File: src/rtl/pipeline_ctrl_pkg.sv
// pipeline_ctrl_pkg: shared forwarding encodings, stall FSM states and register-address width
package pipeline_ctrl_pkg;
    localparam int REG_AW = 5;
    localparam logic [1:0] FWD_RF  = 2'b00;
    localparam logic [1:0] FWD_WB  = 2'b01;
    localparam logic [1:0] FWD_MEM = 2'b10;
    typedef enum logic {RUN, STALL} stall_state_t;
endpackage

File: src/rtl/fwd_select.sv
// fwd_select: EX-operand forwarding select for one source register (MEM beats WB, $0 never forwards)
module fwd_select
    import pipeline_ctrl_pkg::*;
(
    input  logic [REG_AW-1:0] src,
    input  logic              mem_regwrite,
    input  logic [REG_AW-1:0] mem_write_addr,
    input  logic              wb_regwrite,
    input  logic [REG_AW-1:0] wb_write_addr,
    output logic [1:0]        sel
);
    always_comb
        sel = (mem_regwrite && mem_write_addr != '0 && mem_write_addr == src) ? FWD_MEM :
              (wb_regwrite && wb_write_addr != '0 && wb_write_addr == src)    ? FWD_WB  : FWD_RF;
endmodule

File: src/rtl/pipeline_hazard_ctrl.sv
// pipeline_hazard_ctrl: load-use stall FSM, branch flush, EX forwarding selects and saturating event counters
module pipeline_hazard_ctrl
    import pipeline_ctrl_pkg::*;
#(
    parameter int LOAD_STALL_CYCLES = 1,
    parameter int CNT_W             = 16
) (
    input  logic              CLK,
    input  logic              RST,
    input  logic [REG_AW-1:0] id_rs,
    input  logic [REG_AW-1:0] id_rt,
    input  logic              id_uses_rt,
    input  logic              ex_memread,
    input  logic [REG_AW-1:0] ex_rs,
    input  logic [REG_AW-1:0] ex_rt,
    input  logic              mem_regwrite,
    input  logic              wb_regwrite,
    input  logic [REG_AW-1:0] mem_write_addr,
    input  logic [REG_AW-1:0] wb_write_addr,
    input  logic              mem_pcsrc,
    input  logic              cnt_clear,
    output logic              pc_write,
    output logic              if_id_write,
    output logic              id_ex_bubble,
    output logic              if_id_flush,
    output logic              id_ex_flush,
    output logic              ex_mem_flush,
    output logic [1:0]        fwd_a,
    output logic [1:0]        fwd_b,
    output logic [CNT_W-1:0]  stall_count,
    output logic [CNT_W-1:0]  flush_count
);
    // STALL covers the cycles after the detection cycle, so it counts down from N-2
    localparam logic [1:0] SCNT_INIT = LOAD_STALL_CYCLES > 1 ? 2'(LOAD_STALL_CYCLES - 2) : 2'd0;
    stall_state_t state, next_state;
    logic [1:0] scnt, next_scnt;
    logic hz, stall;
    logic [1:0] sel_a, sel_b;
    fwd_select u_fwd_a (
        .src(ex_rs), .mem_regwrite(mem_regwrite), .mem_write_addr(mem_write_addr),
        .wb_regwrite(wb_regwrite), .wb_write_addr(wb_write_addr), .sel(sel_a)
    );
    fwd_select u_fwd_b (
        .src(ex_rt), .mem_regwrite(mem_regwrite), .mem_write_addr(mem_write_addr),
        .wb_regwrite(wb_regwrite), .wb_write_addr(wb_write_addr), .sel(sel_b)
    );
    always_comb begin
        hz = ex_memread && ex_rt != '0 && (ex_rt == id_rs || (id_uses_rt && ex_rt == id_rt));
        // a taken branch overrides any stall; RST low forces every control inactive
        stall = RST && !mem_pcsrc && (state == STALL || hz);
        next_state = state;
        next_scnt = scnt;
        if (mem_pcsrc)
            next_state = RUN;
        else if (state == STALL) begin
            if (scnt == '0) next_state = RUN;
            else next_scnt = scnt - 2'd1;
        end else if (hz && LOAD_STALL_CYCLES > 1) begin
            next_state = STALL;
            next_scnt = SCNT_INIT;
        end
        pc_write = RST && !stall;
        if_id_write = RST && !stall;
        id_ex_bubble = stall;
        if_id_flush = RST && mem_pcsrc;
        id_ex_flush = RST && mem_pcsrc;
        ex_mem_flush = RST && mem_pcsrc;
        fwd_a = RST ? sel_a : FWD_RF;
        fwd_b = RST ? sel_b : FWD_RF;
    end
    always_ff @(posedge CLK or negedge RST) begin
        if (!RST) begin
            state <= RUN;
            scnt <= '0;
            stall_count <= '0;
            flush_count <= '0;
        end else begin
            state <= next_state;
            scnt <= next_scnt;
            if (cnt_clear) begin
                stall_count <= '0;
                flush_count <= '0;
            end else begin
                if (stall && !(&stall_count)) stall_count <= stall_count + CNT_W'(1);
                if (mem_pcsrc && !(&flush_count)) flush_count <= flush_count + CNT_W'(1);
            end
        end
    end
endmodule

File: config.mk
export PLATFORM = sky130hd
export DESIGN_NAME = pipeline_hazard_ctrl
export DESIGN_NICKNAME = d
export VERILOG_FILES = /design/src/rtl/pipeline_ctrl_pkg.sv /design/src/rtl/fwd_select.sv /design/src/rtl/pipeline_hazard_ctrl.sv
export SDC_FILE = /design/constraint.sdc
export NUM_CORES = 1
export LEC_CHECK = 0
export CAP_MARGIN = 15
export CORE_UTILIZATION = 30
export DETAILED_ROUTE_END_ITERATION = 7
export MAX_ROUTING_LAYER = met4
export PLACE_DENSITY = 0.69
export SLEW_MARGIN = 25
export SYNTH_ARGS = -nofsm -noshare
export SYNTH_HDL_FRONTEND = slang
export SYNTH_SLANG_ARGS = --single-unit
File: constraint.sdc
create_clock -name CLK -period 2.95 [get_ports CLK]
set_input_delay 0.59 -clock CLK [delete_from_list [all_inputs] [get_ports CLK]]
set_output_delay 0.59 -clock CLK [all_outputs]
set_load 0.02 [all_outputs]
* Yosys cells after proc, flatten, opt, wreduce, memory -nomap -nowiden
Cells that the tools add are included.
** Operators by class
- Add/sub/neg operators :: 3
- Bitwise gates (word level) :: 2
- Reduce and logical (&&, ||, !) cells :: 30
- Multiplexer cells :: 13
- Equality and inequality tests :: 6
** Operator list (count)
- 16-bit 2-to-1 mux :: 4
- 16-bit by 1-bit adder with 16-bit output (second input constant) :: 2
- 16-bit AND reduction :: 2
- 5-bit == test :: 6
- 1-bit logical AND :: 15
- 5-bit nonzero test :: 3
- 2-bit 2-to-1 mux :: 4
- 1-bit 2-to-1 mux :: 5
- 1-bit zero test :: 4
- 2-bit nonzero test :: 2
- 3-bit AND reduction :: 1
- 2-bit zero test :: 1
- 1-bit logical OR :: 2
- 1-bit inverter :: 2
- 2-bit by 1-bit subtractor with 2-bit output (second input constant) :: 1
** Word-level totals
- Bits of input ports :: 38
- Register bits :: 35
- Output and inout port bits :: 42

* Longest topological paths before layout
Gate-level depths: netlist of the first run.
- Depth after elaboration :: 9
- Depth in mapped cells :: 8

* By module
A second synthesis of the first run with hierarchy kept.
** Second synthesis, totals
- Cells, all modules :: 250
- Area, all modules :: 2260.9 µm²
** Modules (own cells, without submodules)
- pipeline_hazard_ctrl :: area an instance 1958.1 µm², instances 1, cells each 210
- fwd_select :: area an instance 151.4 µm², instances 2, cells each 20

* Worst setup path before layout of the first run
Ideal clock, no wire load.
- Path kind :: input port to output port
- Start point :: in ex_rt[1]
- End point :: out pc_write
- Stages on the path :: 7
- Path buffers :: 2
- Arrival :: 2345 ps
- Data required time :: 2360 ps
- Slack :: 15 ps
- Cells stage by stage :: buf_6 > or4_1 > o21a_1 > a21oi_1 > nor2_1 > nor2b_1 > buf_4
** Between the ends
- Longest elaborated chain between the ends :: 8
- Elaborated cells on any way between the ends :: 11
- Classes of those cells :: eq/ne (2); reduce/logical (9)
** Ends and longest elaborated chain
- from (decl) :: RTL line pipeline_hazard_ctrl.sv:15 : input logic [REG_AW-1:0] ex_rt,
- 5-bit == test :: RTL line pipeline_hazard_ctrl.sv:48 : hz = ex_memread && ex_rt != '0 && (ex_rt == id_rs || (id_uses_rt && ex_rt == id_rt));
- 1-bit logical AND :: RTL line pipeline_hazard_ctrl.sv:48
- 1-bit logical OR :: RTL line pipeline_hazard_ctrl.sv:48
- 1-bit logical AND * :: RTL line pipeline_hazard_ctrl.sv:48
- 1-bit logical OR * :: RTL line pipeline_hazard_ctrl.sv:50 : stall = RST && !mem_pcsrc && (state == STALL || hz);
- 1-bit logical AND * :: RTL line pipeline_hazard_ctrl.sv:50
- via id_ex_bubble :: RTL line pipeline_hazard_ctrl.sv:24 : output logic id_ex_bubble,
- 1-bit zero test *
- 1-bit logical AND *
- to (decl) :: RTL line pipeline_hazard_ctrl.sv:22 : output logic pc_write,
The timed path passes the listed nets; every way through them passes the cells marked *.

* Worst setup path after layout of the first run
- Start point :: in wb_write_addr[1]
- End point :: out fwd_b[0]
** Between the ends
- Longest elaborated chain between the ends :: 6
- Elaborated cells on any way between the ends :: 7
- Classes of those cells :: eq/ne (1); mux (3); reduce/logical (3)
** Ends and longest elaborated chain
- from (decl) :: RTL line pipeline_hazard_ctrl.sv:19 : input logic [REG_AW-1:0] wb_write_addr,
- 5-bit nonzero test :: RTL line fwd_select.sv:14 : (wb_regwrite && wb_write_addr != '0 && wb_write_addr == src) ? FWD_WB : FWD_RF;
- 1-bit logical AND :: RTL line fwd_select.sv:14
- 1-bit logical AND * :: RTL line fwd_select.sv:14
- 1-bit 2-to-1 mux * :: RTL line fwd_select.sv:14
- 2-bit 2-to-1 mux * :: RTL line fwd_select.sv:13 : sel = (mem_regwrite && mem_write_addr != '0 && mem_write_addr == src) ? FWD_MEM :
- 2-bit 2-to-1 mux * :: RTL line pipeline_hazard_ctrl.sv:69 : fwd_b = RST ? sel_b : FWD_RF;
- to (decl) :: RTL line pipeline_hazard_ctrl.sv:29 : output logic [1:0] fwd_b,
Every way passes the cells marked *; elsewhere a longest branch is shown, timed or not.

==> metrics, run 1 <==
P per Cell Area between 300 and 400 mW/mm2; Fin. Hold Viols 0; top layer in use met4; IO Port Bufs just under 80; dpl ws -545 ps; Core Footprint between 0.007 and 0.008 mm2; Critical R2R Launch stall_count[0]; routed vias approximately 2200; Site Rows 31; drt first-iter violations around 100; sequential element share of the synthesized area 0.379; DRC Markers 0; Critical Path AT between 2000 and 2500 ps; crit-path cells clkdlybuf4s50_1, o211ai_1, or4_1, nor4_2, buf_4; Max Clock Freq 0.345 GHz; Die Span Y ~90 um; Post-DRT Antenna Nets 0; clk slew on worst S/H paths roughly 70 ps; fin. max-slew vios 0; YS warnings 0; peak fanout along the critical path 3; vias per cell roughly 4.8; # hold bufs at CTS 0; RR Endpoint stall_count[5]; Clock Sinks 35; CTS tree built; relative slew slack 0.555; leakage approximately 1.5 nW; Initial Utilization 0.314; Reg2Reg Depth 8; Yosys reg bits 35; Pre-antenna DRT Iters 4; GP Congestion 0.930; kind of start point of the critical path primary input; Final Skew 10.5 ps; Met1 Wirelength slightly below 3 mm; Worst-Skew Late Latency about 290 ps; Tmin final approximately 2900 ps; syn_nets between 200 and 300; Root Driver clkbuf_8; Final Instance Area about 0.0036 mm2; Area growth syn-to-layout 54.9%; nets@finish about 400; setup_tns 0 ps; cell area after synthesis between 0.002 and 0.0025 mm2; CP Class in2out; commonest cells after routing, fill and taps aside clkdlybuf4s50_1 (62), buf_4 (40), dfrtp_1 (35); Die Wd 89.8 um; worst hold path class in2async; Mapped Cells about 250; initial antenna violation count 0; commonest non-fill, non-tap cell in the layout clkdlybuf4s50_1; maxcap violations 0; global router's overall resource usage 0.171; Placed Area between 0.003 and 0.004 mm2; Final Worst Setup Slack between 40 and 50 ps; Worst setup EP type primary output; Detail Placement HPWL ~5 mm; slowest stage cell, crit path or4_1; CP peak stage delay ~550 ps; utilization after layout 0.486; IO Pins 80; Peak VDD IR 0.000212 V; die footprint roughly 0.0081 mm2; FF-to-FF setup slack between 600 and 700 ps; met2 wire length approximately 3.2 mm; pin count of the biggest net entering global routing 33; Max Root-Sink Buffers 2; Worst Setup EP fwd_b[0]; first-pass GRT wire length between 10 and 15 mm; Syn Area/Cell 9.29 um2; met3 WL between 200 and 300 um; final setup fails 0; vias in the first global route ~2200; total power ~1.1 mW; Filler cells just over 700; drt wl/cell between 10 and 15 um; Hold WS between 200 and 250 ps; GRT overflow 0; Worst Setup SP wb_write_addr[1]; antenna cell count 0; Yosys cell types 42; final worst-path cycle share 0.983; Worst EP required 2360 ps; H-tree Lvls 2; drt total wl between 6 and 7 mm; layout cells sized above 1 0.191; cell count after placement 450; CTS buffer count 5; worst-margin pin slew between 600 and 700 ps; outcome completed; Post-Layout Cell Count 460
## flip-flops by register name, indices dropped and copies added (netlist names)
register	flops
flush_count	16
stall_count	16
scnt	2
state	1
## area by class of cell
| type | count | area (um2) | area share |
|---|---|---|---|
| Tap cell | 99 | 124 | 0.0346 |
| Inverter | 4 | 15.0 | 0.00419 |
| Sequential cell | 35 | 876 | 0.244 |
| Timing Repair Buffer | 117 | 1070 | 0.298 |
| Multi-Input combinational cell | 197 | 1390 | 0.388 |
| Clock inverter | 3 | 43.8 | 0.0122 |
| Clock buffer | 5 | 68.8 | 0.0192 |
## how the worst min path moves through the flow
stage / to / slack (ps) / cells past startpoint
after floorplan: flush_count[0] / 290 / 0
after global placement: scnt[1] / 510 / 2
after detailed placement: state / 530 / 2
after CTS: state / 220 / 2
after global routing: scnt[1] / 230 / 2
final: scnt[1] / 230 / 2
## cells by family after synthesis
logic type | Yosys count | share of synthesized area
buffers and inverters | 17 | 0.0465
adder cells (fa/ha/maj) | 3 | 0.0162
flip-flops | 35 | 0.379
AND/OR/NAND/NOR | 115 | 0.262
XOR/XNOR | 52 | 0.197
multiplexers | 4 | 0.0222
AO/OA/AOI/OAI | 23 | 0.0779
## worst max-delay path, delay by kind of cell
family                 cells  cell delay, ps
and+or+nand+nor            2             870
buffers and inverters      2             720
AOI/OAI and AO/OA          1             130
## report_power, final
group          switching (mW)  internal, mW  leakage [nW]
Sequential            0.00560         0.487         0.483
Clock                   0.182         0.252        0.0581
Combinational           0.103         0.121         0.964
Total                   0.290         0.859          1.50
## timing repair
action | 4_1_cts | 5_1_grt
endpoints found under the setup margin | 7 | 7
buffers inserted | 1 | 1
gates resized for setup | 34 | 18
pin swaps | 5 | 7
## Yosys cell counts
library cell	n	share of area
and2_1	4	0.011
or4_1	6	0.019
xor2_1	27	0.10
o31a_1	2	0.0076
nor3_1	6	0.013
buf_2	2	0.0043
xnor2_1	25	0.095
and4_1	5	0.019
nand3_1	15	0.032
buf_4	3	0.0097
nand4_1	9	0.024
nor3b_1	1	0.0032
nor2_1	32	0.052
or2_1	1	0.0027
o211ai_4	1	0.0092
o41ai_1	2	0.0076
buf_6	4	0.019
o31ai_1	1	0.0032
or3b_1	1	0.0038
o21a_1	1	0.0032
o211ai_1	1	0.0032
clkbuf_1	4	0.0065
inv_1	4	0.0065
a21oi_1	8	0.017
nor4_1	5	0.014
nand2b_1	2	0.0054
nor4_2	1	0.0054
mux2_4	2	0.013
o21ai_0	2	0.0043
or3_1	1	0.0027
nand2_1	15	0.024
mux2i_1	1	0.0043
and3_1	6	0.016
a211oi_1	1	0.0032
o22ai_1	1	0.0027
nor2b_1	5	0.014
o221a_4	1	0.0087
ha_1	3	0.016
a31o_2	1	0.0038
dfrtp_1	35	0.38
mux2_2	1	0.0049
a41oi_1	1	0.0038
## per-layer routing
metal / vias to the layer above / GRT usage
met3: 9 / 0.0355
met4: 0 / 0.0396
met5: - / -
met2: 52 / 0.275
met1: 1071 / 0.220
li1: 1092 / -
Note: power is estimated with default switching activity, not from simulation.
==> inputs of run 2 (changes only) <==
--- a/constraint.sdc
+++ b/constraint.sdc
@@ -3,2 +3,2 @@
 set_output_delay 0.59 -clock CLK [all_outputs]
-set_load 0.02 [all_outputs]
+set_load 0.005 [all_outputs]
==> run 2 against run 1 <==
Critical path depth is 1 higher; clock skew is 1.9 ps higher; non-clock buffer count is 1 lower; largest cell class unchanged; worst hold slack better by 56 ps; clock power is 5.3% higher; largest power group unchanged; total power is 1.4% higher; combinational power is 3% lower; utilization is 0.27 points lower; via count is 0.13% lower; worst setup slack better by 13 ps; critical path type unchanged.
==> metrics, run 2 (synthesis results as in run 1) <==
Core Footprint 0.00737 mm2 (unchanged); final worst-path cycle share 0.979 (-0.00434); Critical Path AT 2300 ps (about the same); Critical R2R Launch stall_count[0]; initial antenna violation count 0 (unchanged); outcome completed; peak fanout along the critical path 2 (-1); kind of start point of the critical path primary input; IO Pins 80 (unchanged); pin count of the biggest net entering global routing 22 (-33%); CP peak stage delay 550 ps (about the same); Worst Setup SP mem_write_addr[0]; vias in the first global route 2172 (-2.2%); drt wl/cell 14.2 um (+2.3%); slowest stage cell, crit path or4_4; Final Worst Setup Slack 61.6 ps (+12.8 ps); Max Clock Freq 0.346 GHz (+0.44%); Initial Utilization 0.314 (unchanged); Root Driver clkbuf_8; utilization after layout 0.484 (-0.00272); unrepaired setup endpoints after global routing no; worst hold path class in2async; CTS buffer count 5 (unchanged); Post-DRT Antenna Nets 0 (unchanged); Placed Area 0.00339 mm2 (-0.22%); dpl ws -409 ps (+135 ps); Worst setup EP type primary output; cell count after placement 449 (-0.22%); Final Skew 12.4 ps (+1.91 ps); GP Congestion 0.897 (-3.5%); H-tree Lvls 2 (unchanged); fin. max-slew vios 0 (unchanged); maxcap violations 0 (unchanged); die footprint 0.00807 mm2 (unchanged); Post-Layout Cell Count 459 (-0.22%); Tmin final 2890 ps (-12.8 ps); routed vias 2221 (-0.13%); antenna cell count 0 (unchanged); commonest non-fill, non-tap cell in the layout clkdlybuf4s50_1; drt first-iter violations 67 (-36%); Pre-antenna DRT Iters 4 (unchanged); GRT overflow 0 (unchanged); DRC Markers 0 (unchanged); global router's overall resource usage 0.167 (-0.00345); Final Instance Area 0.00356 mm2 (-0.56%); P per Cell Area 327 mW/mm2 (+2.0%); Die Wd 89.8 um (unchanged); clk slew on worst S/H paths 80 ps (about the same); CTS tree built; Area growth syn-to-layout 54.0%; vias per cell 4.84 (about the same); final setup fails 0 (unchanged); worst-margin pin slew 650 ps (-16.0 ps); layout cells sized above 1 0.189 (-0.00225); Fin. Hold Viols 0 (unchanged); Site Rows 31 (unchanged); Clock Sinks 35 (unchanged); Filler cells 711 (-0.14%); Detail Placement HPWL 5.03 mm (+0.85%); crit-path cells clkdlybuf4s50_1, or4_4, o21ai_4, nor4_2, and2_1, dlygate4sd2_1; total power 1.16 mW (+1.4%); relative slew slack 0.565 (+0.0107); Peak VDD IR 0.000186 V (-12%); IO Port Bufs 79 (unchanged); Max Root-Sink Buffers 2 (unchanged); drt total wl 6.54 mm (+2.1%); Largest regs flush_count (16), stall_count (16), scnt (2); CP Class in2out; Die Span Y 89.8 um (unchanged); nets@finish 400 (-0.25%); Worst-Skew Late Latency 290 ps (about the same); Worst EP required 2360 ps (about the same); commonest cells after routing, fill and taps aside clkdlybuf4s50_1 (71), buf_4 (37), dfrtp_1 (35); first-pass GRT wire length 10.6 mm (-3.2%); leakage 1.44 nW (-4.3%)
-- run 2: repair_timing --
| item | CTS | global route |
|---|---|---|
| pin swaps | 7 | 7 |
| gates resized for setup | 24 | 10 |
| endpoints found under the setup margin | 7 | 5 |
| hold buffers | 0 | 0 |
| setup buffers | 1 | 1 |
-- run 2: final timing paths --
| path | end | slack, ps | depth (start not counted) |
|---|---|---|---|
| min in group CLK | scnt[1] | 530 | 2 |
| min reg2reg | scnt[1] | 530 | 2 |
| max reg2reg | stall_count[3] | 720 | 8 |
| min | flush_count[3] | 290 | 2 |
| max in group asynchronous | stall_count[2] | 2110 | 3 |
| max | fwd_a[1] | 60 | 6 |
-- run 2: metal layers --
| layer | track usage | share of wire | vias up | routed length (um) |
|---|---|---|---|---|
| li1 | - | - | 1091 | - |
| met1 | 0.211 | 0.46 | 1071 | 2980 |
| met2 | 0.273 | 0.50 | 48 | 3240 |
| met3 | 0.0330 | 0.034 | 11 | 220 |
| met4 | 0.0464 | 0.015 | 0 | 95 |
| met5 | - | 0 | - | 0 |
-- run 2: final cells by class --
class,instances,area (um2),area share
Inverter,4,15.0,0.00421
Multi-Input combinational cell,197,1400,0.392
Clock buffer,6,82.6,0.0232
Sequential cell,35,876,0.246
Tap cell,99,124,0.0348
Clock inverter,2,35.0,0.00983
Timing Repair Buffer,116,1040,0.291
-- run 2: per-stage QoR --
stage	TNS (ps)	hold WS, ps
3_5_place_dp	-2090	527
3_3_place_gp	-1800	515
4_1_cts	-15.6	286
6_report	0	285
5_1_grt	0	303
2_1_floorplan	0	294
-- run 2: power by group --
part / total (mW) / internal, mW / switching [mW]
registers: 0.492 / 0.487 / 0.00563
clock network: 0.456 / 0.274 / 0.182
logic: 0.217 / 0.121 / 0.0956
total: 1.16 / 0.881 / 0.283
-- run 2: critical path, delay by kind of cell --
| kind | cells | cell delay, ps |
|---|---|---|
| buffers and inverters | 2 | 690 |
| AOI/OAI and AO/OA | 1 | 190 |
| and+or+nand+nor | 3 | 820 |
==> inputs of run 3 (changes only) <==
Settings changed: CORE_UTILIZATION 30 to 46, GPL_TIMING_DRIVEN from default to 0, MAX_ROUTING_LAYER met4 to default, PLACE_DENSITY 0.69 to 0.93.
==> run 3 against run 2 <==
First-iteration DRC count is 6.0% lower; clock skew is 2.4 ps lower; worst setup slack worse by 23 ps; total power is 7.6% lower; worst hold slack worse by 32 ps; clock power is 14% lower; routed wire length is 6.3% lower; via count is 2.8% lower; largest cell class unchanged; largest power group unchanged.
==> metrics, run 3 (synthesis results as in run 1) <==
relative slew slack 0.562 (-0.00384); commonest non-fill, non-tap cell in the layout clkdlybuf4s50_1; fin. max-slew vios 0 (unchanged); P per Cell Area 318 mW/mm2 (-2.6%); Core Footprint 0.00479 mm2 (-35%); DRC Markers 0 (unchanged); worst hold path class in2async; peak fanout along the critical path 3 (+1); IO Pins 80 (unchanged); NetSw 0.277 mW (-2.2%); # hold bufs at CTS 0 (unchanged); slowest stage cell, crit path or4_4; leakage 1.43 nW (-0.85%); setup_tns 0 ps (unchanged); combinational power share 0.180 (-0.006); Root Driver clkbuf_8; Post-Layout Cell Count 402 (-12%); Worst-Skew Late Latency 290 ps (about the same); commonest cells after routing, fill and taps aside clkdlybuf4s50_1 (53), dfrtp_1 (35), nor2_1 (31); Fin. Hold Viols 0 (unchanged); sequential share of power 0.457 (+0.034); maxcap violations 0 (unchanged); initial antenna violation count 0 (unchanged); CP Class in2out; total power 1.08 mW (-7.6%); Buf/Inv on CP 2 (unchanged); global router's overall resource usage 0.243 (+0.0759); final worst-path cycle share 0.987 (+0.00771); routed vias 2159 (-2.8%); drt first-iter violations 63 (-6.0%); layout cells sized above 1 0.122 (-0.0665); Initial Utilization 0.483 (+0.169); Max Root-Sink Buffers 2 (unchanged); CP Depth 6 (unchanged); vias per cell 5.37 (+11%); worst-margin pin slew 649 ps (-0.750 ps); P_int 0.799 mW (-9.3%); clk slew on worst S/H paths 70 ps (about the same); CTS buffer count 5 (unchanged); first-pass GRT wire length 9.92 mm (-6.6%); Final Skew 10.0 ps (-2.37 ps); Max Clock Freq 0.344 GHz (-0.78%); CTS tree built; Pre-antenna DRT Iters 4 (unchanged); nets@finish 375 (-6.3%); Tmin final 2910 ps (+22.7 ps); GP Congestion 0.913 (+1.8%); switch share 0.257 (+0.0142); Clock Sinks 35 (unchanged); pin count of the biggest net entering global routing 24 (+9.1%); Peak VDD IR 0.000295 V (+58%); H-tree Lvls 2 (unchanged); Final Worst Setup Slack 38.8 ps (-22.7 ps); Reg2Reg Depth 7 (-1); Die Span Y 72.9 um (-19%); kind of start point of the critical path primary input; Area growth syn-to-layout 46.2%; Site Rows 25 (-19%); die footprint 0.00532 mm2 (-34%); drt wl/cell 15.2 um (+7.0%); outcome completed; Die Wd 72.9 um (-19%); Critical Path AT 2320 ps (+20 ps); Detail Placement HPWL 4.44 mm (-12%); Largest regs flush_count (16), stall_count (16), scnt (2); Post-DRT Antenna Nets 0 (unchanged); CP peak stage delay 560 ps (about the same); Final Instance Area 0.00338 mm2 (-5.1%); Worst EP required 2360 ps (about the same); vias in the first global route 2065 (-4.9%); dpl ws -495 ps (-85.8 ps); drt total wl 6.12 mm (-6.3%); clock share of power 0.363 (-0.028); IO Port Bufs 73 (-7.6%); Worst setup EP type primary output; GRT overflow 0 (unchanged); unrepaired setup endpoints after global routing yes; cell count after placement 390 (-13%); CP top delay family simple AND/OR/NAND/NOR gates; crit-path cells dlygate4sd2_1, or4_4, o21ai_4, nor4_4, and2_1, clkdlybuf4s50_1; antenna cell count 0 (unchanged); Placed Area 0.00315 mm2 (-7.2%); final setup fails 0 (unchanged)
==> run 3: power by group through the flow <==
stage / clock network, mW / registers [mW] / logic [mW]
global route: 0.412 / 0.493 / 0.211
CTS: 0.393 / 0.492 / 0.191
detailed placement: 0 / 0.501 / 0.181
floorplan: 0 / 0.501 / 0.0844
finish: 0.390 / 0.492 / 0.194
global placement: 0 / 0.501 / 0.172
==> run 3: repair_timing <==
| action | 4_1_cts | 5_1_grt |
|---|---|---|
| pin swaps | 8 | 5 |
| setup endpoints to repair | 7 | 7 |
| gates resized for setup | 22 | 14 |
| setup buffers | 3 | 1 |
==> run 3: worst register-to-register path, stage by stage, from the launching register on <==
cell      delay (ps)
dfrtp_1          440
ha_1             270
and4_1           260
nand4_1          150
o211ai_4         140
nor4_2           480
or3b_1           400
a21oi_1          170
==> run 3: worst paths after layout <==
path / slack [ps] / endpoint / startpoint
max in group asynchronous: 2220 / scnt[0] / RST
min in group CLK: 530 / scnt[0] / scnt[0]
worst min-delay path: 250 / stall_count[7] / RST
worst max-delay path: 40 / fwd_a[1] / mem_write_addr[0]
worst max register to register: 570 / stall_count[15] / stall_count[0]
worst min register to register: 530 / scnt[0] / scnt[0]
==> run 3: through the flow <==
| step | hold WS, ps | utilization |
|---|---|---|
| 6_report | 253 | 0.707 |
| 5_1_grt | 291 | 0.707 |
| 4_1_cts | 260 | 0.695 |
| 3_5_place_dp | 526 | 0.658 |
| 3_3_place_gp | 517 | 0.654 |
| 2_1_floorplan | 294 | - |
==> run 3: cell type report <==
cell class / count / area [um2]
buffer: 13 / 92.6
clock buffer: 7 / 96.3
clock inverter: 1 / 7.51
fill: 354 / 1400
inverter: 4 / 15.0
multi-input combinational: 197 / 1410
sequential: 35 / 876
tap: 67 / 83.8
timing repair buffer: 78 / 800
==> run 3: routing by layer <==
metal  up-vias  global-route usage  routed length [um]
met5         -                   0                   0
met4         0              0.0632                  70
met3        10              0.0525                 277
met2        70               0.407                3010
met1      1035               0.320                2760
li1       1044                   -                   -
